## src/rtl/cursor_pkg.sv

```systemverilog
// Shared cursor command encoding and control-character codes used by the
// terminal parser and the cursor engine.
package cursor_pkg;

  typedef enum logic [3:0] {
    CUP, CUU, CUD, CUF, CUB, IND, RI, NEL, HTS, TBC, DECSC, DECRC, CTRL, PUT, NOP
  } cursor_op_t;

  typedef enum logic {
    ST_IDLE,
    ST_SCROLL
  } engine_state_t;

  localparam logic [7:0] CH_BS = 8'o10;
  localparam logic [7:0] CH_HT = 8'o11;
  localparam logic [7:0] CH_LF = 8'o12;
  localparam logic [7:0] CH_VT = 8'o13;
  localparam logic [7:0] CH_FF = 8'o14;
  localparam logic [7:0] CH_CR = 8'o15;

  function automatic logic [8:0] min9(input logic [8:0] a, input logic [8:0] b);
    return (a < b) ? a : b;
  endfunction

endpackage

```

## src/rtl/tab_stops.sv

```systemverilog
// Tab-stop map: one bit per column with set / clear / clear-all and a
// combinational search for the nearest stop strictly right of a column.
module tab_stops #(
  parameter int COLS      = 80,
  parameter int TAB_WIDTH = 8,
  localparam int CW = $clog2(COLS)
) (
  input  logic          clk,
  input  logic          rst,
  input  logic          set_en,
  input  logic          clr_en,
  input  logic          clr_all,
  input  logic [CW-1:0] col,
  output logic          next_found,
  output logic [CW-1:0] next_col
);

  logic [COLS-1:0] stops_q, stops_d;

  function automatic logic [COLS-1:0] default_stops();
    logic [COLS-1:0] s;
    s = '0;
    for (int i = 1; i < COLS; i++) s[i] = ((i % TAB_WIDTH) == 0);
    return s;
  endfunction

  always_comb begin
    stops_d = stops_q;
    if (clr_all)     stops_d = '0;
    else if (clr_en) stops_d[col] = 1'b0;
    else if (set_en) stops_d[col] = 1'b1;
  end

  always_ff @(posedge clk or posedge rst) begin
    if (rst) stops_q <= default_stops();
    else     stops_q <= stops_d;
  end

  // Scanning downwards leaves the nearest qualifying stop as the last hit.
  always_comb begin
    next_found = 1'b0;
    next_col   = '0;
    for (int i = COLS - 1; i >= 0; i--) begin
      if (stops_q[i] && (CW'(i) > col)) begin
        next_found = 1'b1;
        next_col   = CW'(i);
      end
    end
  end

endmodule

```

## src/rtl/cursor_engine.sv

```systemverilog
// VT100-style cursor controller: executes handshaked cursor/character commands,
// issues scroll requests to the text buffer and strobes character writes.
module cursor_engine
  import cursor_pkg::*;
#(
  parameter int ROWS      = 24,
  parameter int COLS      = 80,
  parameter int CLK_HZ    = 100000000,
  parameter int BLINK_HZ  = 2,
  parameter int TAB_WIDTH = 8,
  localparam int RW = $clog2(ROWS),
  localparam int CW = $clog2(COLS)
) (
  input  logic          clk,
  input  logic          rst,
  input  logic          cmd_valid,
  output logic          cmd_ready,
  input  cursor_op_t    cmd_op,
  input  logic [7:0]    cmd_pn1,
  input  logic [7:0]    cmd_pn2,
  input  logic [7:0]    cmd_char,
  input  logic          origin_mode,
  input  logic          auto_wrap,
  input  logic          lf_newline,
  input  logic          cur_enable,
  input  logic          blink_enable,
  input  logic [RW-1:0] scroll_top,
  input  logic [RW-1:0] scroll_bottom,
  output logic [RW-1:0] cur_row,
  output logic [CW-1:0] cur_col,
  output logic          cur_visible,
  output logic          scroll_valid,
  input  logic          scroll_ready,
  output logic          scroll_dir,
  output logic [RW-1:0] scroll_top_o,
  output logic [RW-1:0] scroll_bottom_o,
  output logic          put_valid,
  output logic [RW-1:0] put_row,
  output logic [CW-1:0] put_col
);

  localparam logic [8:0] ROW_MAX = 9'(ROWS - 1);
  localparam logic [8:0] COL_MAX = 9'(COLS - 1);
  localparam int HALF = CLK_HZ / (2 * BLINK_HZ);
  localparam int BW   = (HALF > 1) ? $clog2(HALF) : 1;

  engine_state_t state_q, state_d;
  logic [RW-1:0] row_q, row_d, sav_row_q, sav_row_d, top_o_q, top_o_d, bot_o_q, bot_o_d;
  logic [RW-1:0] put_row_q, put_row_d;
  logic [CW-1:0] col_q, col_d, sav_col_q, sav_col_d, put_col_q, put_col_d;
  logic          wrap_q, wrap_d, sav_wrap_q, sav_wrap_d, dir_q, dir_d;
  logic          put_strobe_q, put_strobe_d, put_pend_q, put_pend_d;
  logic [BW-1:0] blink_cnt_q, blink_cnt_d;
  logic          phase_q, phase_d;

  logic          tab_set, tab_clr, tab_clr_all, tab_found;
  logic [CW-1:0] tab_next;
  logic          scroll_req, scroll_dn;

  // Widened 9-bit operands so additions never wrap before clamping.
  logic [8:0] row9, col9, top9, bot9, pn, pl, pc, lo9, hi9, lf_row9, ri_row9;
  logic       in_region, lf_scroll, ri_scroll;

  assign row9      = 9'(row_q);
  assign col9      = 9'(col_q);
  assign top9      = 9'(scroll_top);
  assign bot9      = 9'(scroll_bottom);
  assign pn        = (cmd_pn1 == 8'd0) ? 9'd1 : {1'b0, cmd_pn1};
  assign pl        = (cmd_pn1 == 8'd0) ? 9'd0 : {1'b0, cmd_pn1} - 9'd1;
  assign pc        = (cmd_pn2 == 8'd0) ? 9'd0 : {1'b0, cmd_pn2} - 9'd1;
  assign in_region = (row9 >= top9) && (row9 <= bot9);
  assign lo9       = in_region ? top9 : 9'd0;
  assign hi9       = in_region ? bot9 : ROW_MAX;
  assign lf_scroll = (row9 == bot9);
  assign lf_row9   = lf_scroll ? row9 : min9(row9 + 9'd1, ROW_MAX);
  assign ri_scroll = (row9 == top9);
  assign ri_row9   = (ri_scroll || row9 == 9'd0) ? row9 : row9 - 9'd1;

  tab_stops #(.COLS(COLS), .TAB_WIDTH(TAB_WIDTH)) u_tabs (
    .clk        (clk),
    .rst        (rst),
    .set_en     (tab_set),
    .clr_en     (tab_clr),
    .clr_all    (tab_clr_all),
    .col        (col_q),
    .next_found (tab_found),
    .next_col   (tab_next)
  );

  always_comb begin
    state_d      = state_q;
    row_d        = row_q;
    col_d        = col_q;
    wrap_d       = wrap_q;
    sav_row_d    = sav_row_q;
    sav_col_d    = sav_col_q;
    sav_wrap_d   = sav_wrap_q;
    dir_d        = dir_q;
    top_o_d      = top_o_q;
    bot_o_d      = bot_o_q;
    put_strobe_d = 1'b0;
    put_pend_d   = put_pend_q;
    put_row_d    = put_row_q;
    put_col_d    = put_col_q;
    tab_set      = 1'b0;
    tab_clr      = 1'b0;
    tab_clr_all  = 1'b0;
    scroll_req   = 1'b0;
    scroll_dn    = 1'b0;
    unique case (state_q)
      ST_IDLE: if (cmd_valid) begin
        wrap_d = 1'b0;
        case (cmd_op)
          CUP: begin
            row_d = origin_mode ? RW'(min9(top9 + pl, bot9)) : RW'(min9(pl, ROW_MAX));
            col_d = CW'(min9(pc, COL_MAX));
          end
          CUU: row_d = RW'((row9 >= lo9 + pn) ? row9 - pn : lo9);
          CUD: row_d = RW'(min9(row9 + pn, hi9));
          CUF: col_d = CW'(min9(col9 + pn, COL_MAX));
          CUB: col_d = CW'((col9 >= pn) ? col9 - pn : 9'd0);
          IND: begin row_d = RW'(lf_row9); scroll_req = lf_scroll; end
          NEL: begin row_d = RW'(lf_row9); scroll_req = lf_scroll; col_d = '0; end
          RI:  begin row_d = RW'(ri_row9); scroll_req = ri_scroll; scroll_dn = 1'b1; end
          HTS: begin tab_set = 1'b1; wrap_d = wrap_q; end
          TBC: begin
            tab_clr     = (cmd_pn1 == 8'd0);
            tab_clr_all = (cmd_pn1 == 8'd3);
            wrap_d      = wrap_q;
          end
          DECSC: begin
            sav_row_d  = row_q;
            sav_col_d  = col_q;
            sav_wrap_d = wrap_q;
            wrap_d     = wrap_q;
          end
          DECRC: begin row_d = sav_row_q; col_d = sav_col_q; wrap_d = sav_wrap_q; end
          CTRL: begin
            case (cmd_char)
              CH_BS: col_d = CW'((col9 != 9'd0) ? col9 - 9'd1 : 9'd0);
              CH_HT: col_d = tab_found ? tab_next : CW'(COLS - 1);
              CH_LF, CH_VT, CH_FF: begin
                row_d      = RW'(lf_row9);
                scroll_req = lf_scroll;
                if (lf_newline) col_d = '0;
              end
              CH_CR: col_d = '0;
              default: ;
            endcase
          end
          PUT: begin
            // A deferred wrap performs NEL first; the write waits for any scroll.
            if (wrap_q && auto_wrap) begin
              row_d        = RW'(lf_row9);
              col_d        = CW'(1);
              put_row_d    = RW'(lf_row9);
              put_col_d    = '0;
              scroll_req   = lf_scroll;
              put_pend_d   = lf_scroll;
              put_strobe_d = ~lf_scroll;
            end else begin
              put_row_d    = row_q;
              put_col_d    = col_q;
              put_strobe_d = 1'b1;
              if (col9 < COL_MAX) col_d = col_q + 1'b1;
              else                wrap_d = 1'b1;
            end
          end
          default: ;
        endcase
        if (scroll_req) begin
          state_d = ST_SCROLL;
          dir_d   = scroll_dn;
          top_o_d = scroll_top;
          bot_o_d = scroll_bottom;
        end
      end
      ST_SCROLL: if (scroll_ready) begin
        state_d    = ST_IDLE;
        put_pend_d = 1'b0;
      end
      default: state_d = ST_IDLE;
    endcase
  end

  always_comb begin
    phase_d     = phase_q;
    blink_cnt_d = blink_cnt_q + 1'b1;
    if (blink_cnt_q == BW'(HALF - 1)) begin
      blink_cnt_d = '0;
      phase_d     = ~phase_q;
    end
  end

  always_ff @(posedge clk or posedge rst) begin
    if (rst) begin
      state_q      <= ST_IDLE;
      row_q        <= '0;
      col_q        <= '0;
      wrap_q       <= 1'b0;
      sav_row_q    <= '0;
      sav_col_q    <= '0;
      sav_wrap_q   <= 1'b0;
      dir_q        <= 1'b0;
      top_o_q      <= '0;
      bot_o_q      <= '0;
      put_strobe_q <= 1'b0;
      put_pend_q   <= 1'b0;
      put_row_q    <= '0;
      put_col_q    <= '0;
      blink_cnt_q  <= '0;
      phase_q      <= 1'b1;
    end else begin
      state_q      <= state_d;
      row_q        <= row_d;
      col_q        <= col_d;
      wrap_q       <= wrap_d;
      sav_row_q    <= sav_row_d;
      sav_col_q    <= sav_col_d;
      sav_wrap_q   <= sav_wrap_d;
      dir_q        <= dir_d;
      top_o_q      <= top_o_d;
      bot_o_q      <= bot_o_d;
      put_strobe_q <= put_strobe_d;
      put_pend_q   <= put_pend_d;
      put_row_q    <= put_row_d;
      put_col_q    <= put_col_d;
      blink_cnt_q  <= blink_cnt_d;
      phase_q      <= phase_d;
    end
  end

  assign cmd_ready       = (state_q == ST_IDLE);
  assign scroll_valid    = (state_q == ST_SCROLL);
  assign scroll_dir      = dir_q;
  assign scroll_top_o    = top_o_q;
  assign scroll_bottom_o = bot_o_q;
  assign cur_row         = row_q;
  assign cur_col         = col_q;
  assign put_row         = put_row_q;
  assign put_col         = put_col_q;
  assign put_valid       = put_strobe_q | (scroll_valid & put_pend_q & scroll_ready);
  assign cur_visible     = cur_enable & (~blink_enable | phase_q);

endmodule

```

## config.mk

```make
export PLATFORM = sky130hd
export DESIGN_NAME = cursor_engine
export DESIGN_NICKNAME = d
export VERILOG_FILES = /design/src/rtl/cursor_pkg.sv /design/src/rtl/tab_stops.sv /design/src/rtl/cursor_engine.sv
export SDC_FILE = /design/constraint.sdc
export NUM_CORES = 1
export LEC_CHECK = 0
export ABC_AREA = 1
export CORE_MARGIN = 5
export CORE_UTILIZATION = 30
export CTS_CLUSTER_SIZE = 12
export DETAILED_ROUTE_END_ITERATION = 10
export GPL_TIMING_DRIVEN = 0
export SLEW_MARGIN = 20
export SYNTH_ARGS = -nofsm -noshare
export SYNTH_HDL_FRONTEND = slang
export SYNTH_SLANG_ARGS = --single-unit
```

## constraint.sdc

```tcl
create_clock -name clk -period 6.9 [get_ports clk]
set_input_delay 1.725 -clock clk [delete_from_list [all_inputs] [get_ports clk]]
set_output_delay 1.725 -clock clk [all_outputs]
set_load 0.005 [all_outputs]
```

==> impl_metrics.ini <==
[floorplan]
num_io_pins = 86
dieArea_mm2 = 0.0485
coreArea_mm2 = 0.0440
die_width_um = 220
start_util_pct = 30.1
die-height_um = 220
num_rows = 77

[power]
design_power_total_mw = 4.74
seq_power_share_pct = 28.1
power.share.combinational_pct = 52.4
worst_vdd_rail_ir_drop_mv = 0.187
internal-power_mw = 2.55
power.share.switching_pct = 46.1
total_switching_power_mw = 2.19
power.density_cell_area_mw_per_mm2 = 304
clockPowerShare_pct = 19.5
leakage_nw = 7.30

[timing]
tightestPinTransition_ns = 0.978
rsz0062_at_grt = false
fin_setup_tns_ns = 0
fmax_mhz = 157
maxSlewHeadroom_pct = 34.5
clock-skew-final_ns = 0.00974
post-route-period-util_pct = 92.4
slew_viol_final = 0
whs_ns = 0.458
period_needed_ns = 6.38
setup_ws_ns = 0.521
finalSetupViolations = 0
report.final.hold_viol_count = 0

[synth]
top_post_synthesis_cells_by_area = sky130_fd_sc_hd__dfrtp_1, sky130_fd_sc_hd__nand2_1, sky130_fd_sc_hd__inv_1
synth.lib_cells_used.distinct = 66
syn_area_mm2 = 0.0133
synthesis.yosys.warnings = 0
synth.yosys.seq_area_share_pct = 29.9
most_frequently_used_flop_master_after_synthesis = sky130_fd_sc_hd__dfrtp_1
ys_top_cells_by_count = sky130_fd_sc_hd__nand2_1, sky130_fd_sc_hd__inv_1, sky130_fd_sc_hd__nor2_1, sky130_fd_sc_hd__o21ai_0, sky130_fd_sc_hd__dfrtp_1
synth-edff-count = 0
synthesized_net_count = 2133
synth.avg_cell_area_um2 = 6.61
async_reset_ff_share_pct = 100
register_bit_count_reported_by_yosys = 158
post_synth_xor_area_fraction_pct = 2.44
adder_cell_share_of_the_synthesized_area_pct = 7.69
yosys.area.top_type = sky130_fd_sc_hd__dfrtp_1
synth_simple_gate_area_share_pct = 27.5
yosysMostFrequentCell = sky130_fd_sc_hd__nand2_1
dominant_combinational_cell_family_by_area_after_synthesis = simple AND/OR/NAND/NOR gates
netlist.area_leader.share_pct = 27.9
synth_area_in_compound_gates_pct = 20.7
synth.mux.area_fraction_pct = 0.236
netlist_instances = 2008

[setup_path]
critical-path-max-stage-delay_ns = 0.57
arrival_ns = 6.70
critical_path.n_buffers_inverters = 5
sort_of_element_at_the_end_of_the_critical_path = flop
timing.critical_path.from = cmd_pn1[4]
cell_by_cell_listing_of_the_critical_path = clkdlybuf4s50_1 -> nor2_1 -> inv_1 -> nor2_1 -> inv_1 -> nor3_4 -> nor2_1 -> inv_1 -> ha_1 -> fa_1 -> inv_1 -> o31ai_1 -> xor2_1 -> ha_1 -> a2111oi_1 -> o21ai_0 -> a311oi_1 -> nand2_1 -> o21ai_0 -> a21oi_1 -> a21oi_1 -> o311ai_0 -> nand2_1 -> o21ai_0
setup.worst_path.start_class = input port
worstReg2RegStart = cur_col[0]
critical_path.most_common_cell = sky130_fd_sc_hd__inv_1
timing.critical_path.required_ns = 7.22
critical_path_peak_fanout = 9
regToRegSetupSlack_ns = 1.16
timing_worst_setup_path_type = input port to flop
critical-path-slowest-cell = sky130_fd_sc_hd__clkdlybuf4s50_1
path_depth = 24
critical_path.reg2reg.endpoint = cur_col[0]
worst-r2r-cell-count = 72
critical_path.top_delay_family = compound AO/OA/AOI/OAI gates

[placement]
place_inst = 2693
routabilityCongestion = 0.966
placed_cell_area_mm2 = 0.0150
hpwlAfterDp_um = 35700
place_ws_ns = -0.191
io_buffers = 85

[hold_path]
worst_hold_path_type = flop to flop
hold_depth = 1
holdCritStartpoint = blink_cnt_q[0]
worst_hold_path.endpoint = blink_cnt_q[0]

[clocking]
htreeDepth = 4
cts_tree = built
clk_transition_reported_paths_ns = 0.07
clock_tree.buffer_depth = 2
cts_inserted_buffers = 17
cts_hold_repair.buffers = 0
cts-root-buf = sky130_fd_sc_hd__clkbuf_16
clk_lat_worst_skew_ns = 0.45
clock_sinks = 158

[grt]
grt-ovfl-total = 0
grt_antenna_before_repair = 0
groute.usage.overall_pct = 18.9
maximum_number_of_pins_on_one_net_before_global_route_repair = 98
vias_in_the_first_global_route = 13414
wire_length_of_the_first_global_routing_pass_um = 73400

[detailed_routing]
drt-met1-wl_um = 20600
drt_drc_violations_left = 0
detailroute.via_count = 14000
highest-signal-layer = met4
detailroute.wirelength.met2_um = 21300
met3_length_um = 3020
drt-initial-drc-count = 1364
via_per_inst = 5.14
postRouteAntennaNets = 0
drt_pass1_iterations = 5
detail_routed_net_length_per_standard_cell_um = 17.0
drt-total-wl_um = 46200

[finish]
areaGrowthSynthToFinish_pct = 17.3
final_cell_area_mm2 = 0.0156
insertedDiodeCount = 0
stdcell_count = 2726
design.final.nets = 2246
post-route-util_pct = 35.4
layout_cell_share_with_drive_strength_beyond_1_pct = 5.48

[flow_run]
number_of_max_cap_violations = 0

[outcome]
status = completed
-- power groups by stage --
stage,clock (mW),combinational [mW],sequential [mW]
5_1_grt,0.979,2.79,1.36
3_5_place_dp,0,2.44,1.35
6_report,0.923,2.48,1.33
2_1_floorplan,0,1.69,1.30
4_1_cts,0.945,2.45,1.33
3_3_place_gp,0,2.38,1.35
-- routing by layer --
layer | up-vias | GRT usage, %
li1 | 6875 | -
met1 | 6596 | 25.8
met2 | 448 | 31.4
met3 | 81 | 2.41
met4 | 0 | 5.80
met5 | - | 0
-- area by class of cell --
cell class	instances	area (um^2)
fillers	4789	28500
multi-input cells	1463	7830
flip-flops and latches	158	3970
inverters	340	1300
repair buffers	94	955
well taps	592	741
clock buffers	18	429
plain buffers	47	231
clock inverters	14	121
-- worst register-to-register path, delay by kind of cell, from the launching register on --
kind                     cells  cell delay, ns
flip-flops                   1            0.46
AND/OR/NAND/NOR             66            3.95
AO/OA/AOI/OAI                1            0.34
adder cells (fa/ha/maj)      1            0.26
buffers and inverters        4            0.73
-- timing repair --
| action | in CTS | in global routing |
|---|---|---|
| setup buffers | 0 | 1 |
| resized for setup | 0 | 3 |
| endpoints found under the hold margin | 0 | 0 |
| setup endpoints to repair | 0 | 5 |
-- kinds of logic after synthesis --
group | Yosys count
xor+xnor | 37
buf+inv | 387
simple gates | 871
compound gates | 474
flops | 158
fa+ha+maj | 78
mux | 3
-- cells in the final DEF (no fill, tap or decap), types with 5 or more instances in the layout --
cell type,count
sky130_fd_sc_hd__ha_1,72
sky130_fd_sc_hd__o2111ai_1,7
sky130_fd_sc_hd__o31ai_1,6
sky130_fd_sc_hd__or2_2,6
sky130_fd_sc_hd__nor2_2,16
sky130_fd_sc_hd__nand4_1,19
sky130_fd_sc_hd__a211oi_1,18
sky130_fd_sc_hd__nor3_1,40
sky130_fd_sc_hd__o22ai_1,82
sky130_fd_sc_hd__fa_1,6
sky130_fd_sc_hd__a21oi_1,89
sky130_fd_sc_hd__clkdlybuf4s50_1,85
sky130_fd_sc_hd__xor2_1,26
sky130_fd_sc_hd__buf_4,6
sky130_fd_sc_hd__o21ai_0,205
sky130_fd_sc_hd__nor4_1,22
sky130_fd_sc_hd__dfstp_2,10
sky130_fd_sc_hd__dfrtp_1,148
sky130_fd_sc_hd__clkbuf_16,17
sky130_fd_sc_hd__a31oi_1,10
sky130_fd_sc_hd__nand2_1,441
sky130_fd_sc_hd__xnor2_1,11
sky130_fd_sc_hd__inv_2,13
sky130_fd_sc_hd__buf_6,7
sky130_fd_sc_hd__inv_1,323
sky130_fd_sc_hd__nor2_1,239
sky130_fd_sc_hd__inv_6,7
sky130_fd_sc_hd__o211ai_1,11
sky130_fd_sc_hd__o21a_1,5
sky130_fd_sc_hd__clkbuf_1,35
sky130_fd_sc_hd__o21bai_1,5
sky130_fd_sc_hd__nand3_1,67
-- how the worst max path moves through the flow --
stage	to	slack (ns)
6_report	cur_row[4]	0.52
5_1_grt	cur_row[0]	0.11
4_1_cts	cur_row[4]	0.25
3_5_place_dp	cur_row[4]	-0.19
3_3_place_gp	cur_row[4]	-1.72
2_1_floorplan	blink_cnt_q[0]	0.93
-- registers in the layout (all words and copies together), names as in the netlist, 5 cells and up --
| register | cells |
|---|---|
| scroll_bottom_o | 5 |
| sav_col_q | 7 |
| cur_col | 7 |
| blink_cnt_q | 25 |
| put_row | 5 |
| put_col | 7 |
| scroll_top_o | 5 |
| u_tabs.stops_q | 80 |
| sav_row_q | 5 |
| cur_row | 5 |
Note: power is estimated with default switching activity, not from simulation.
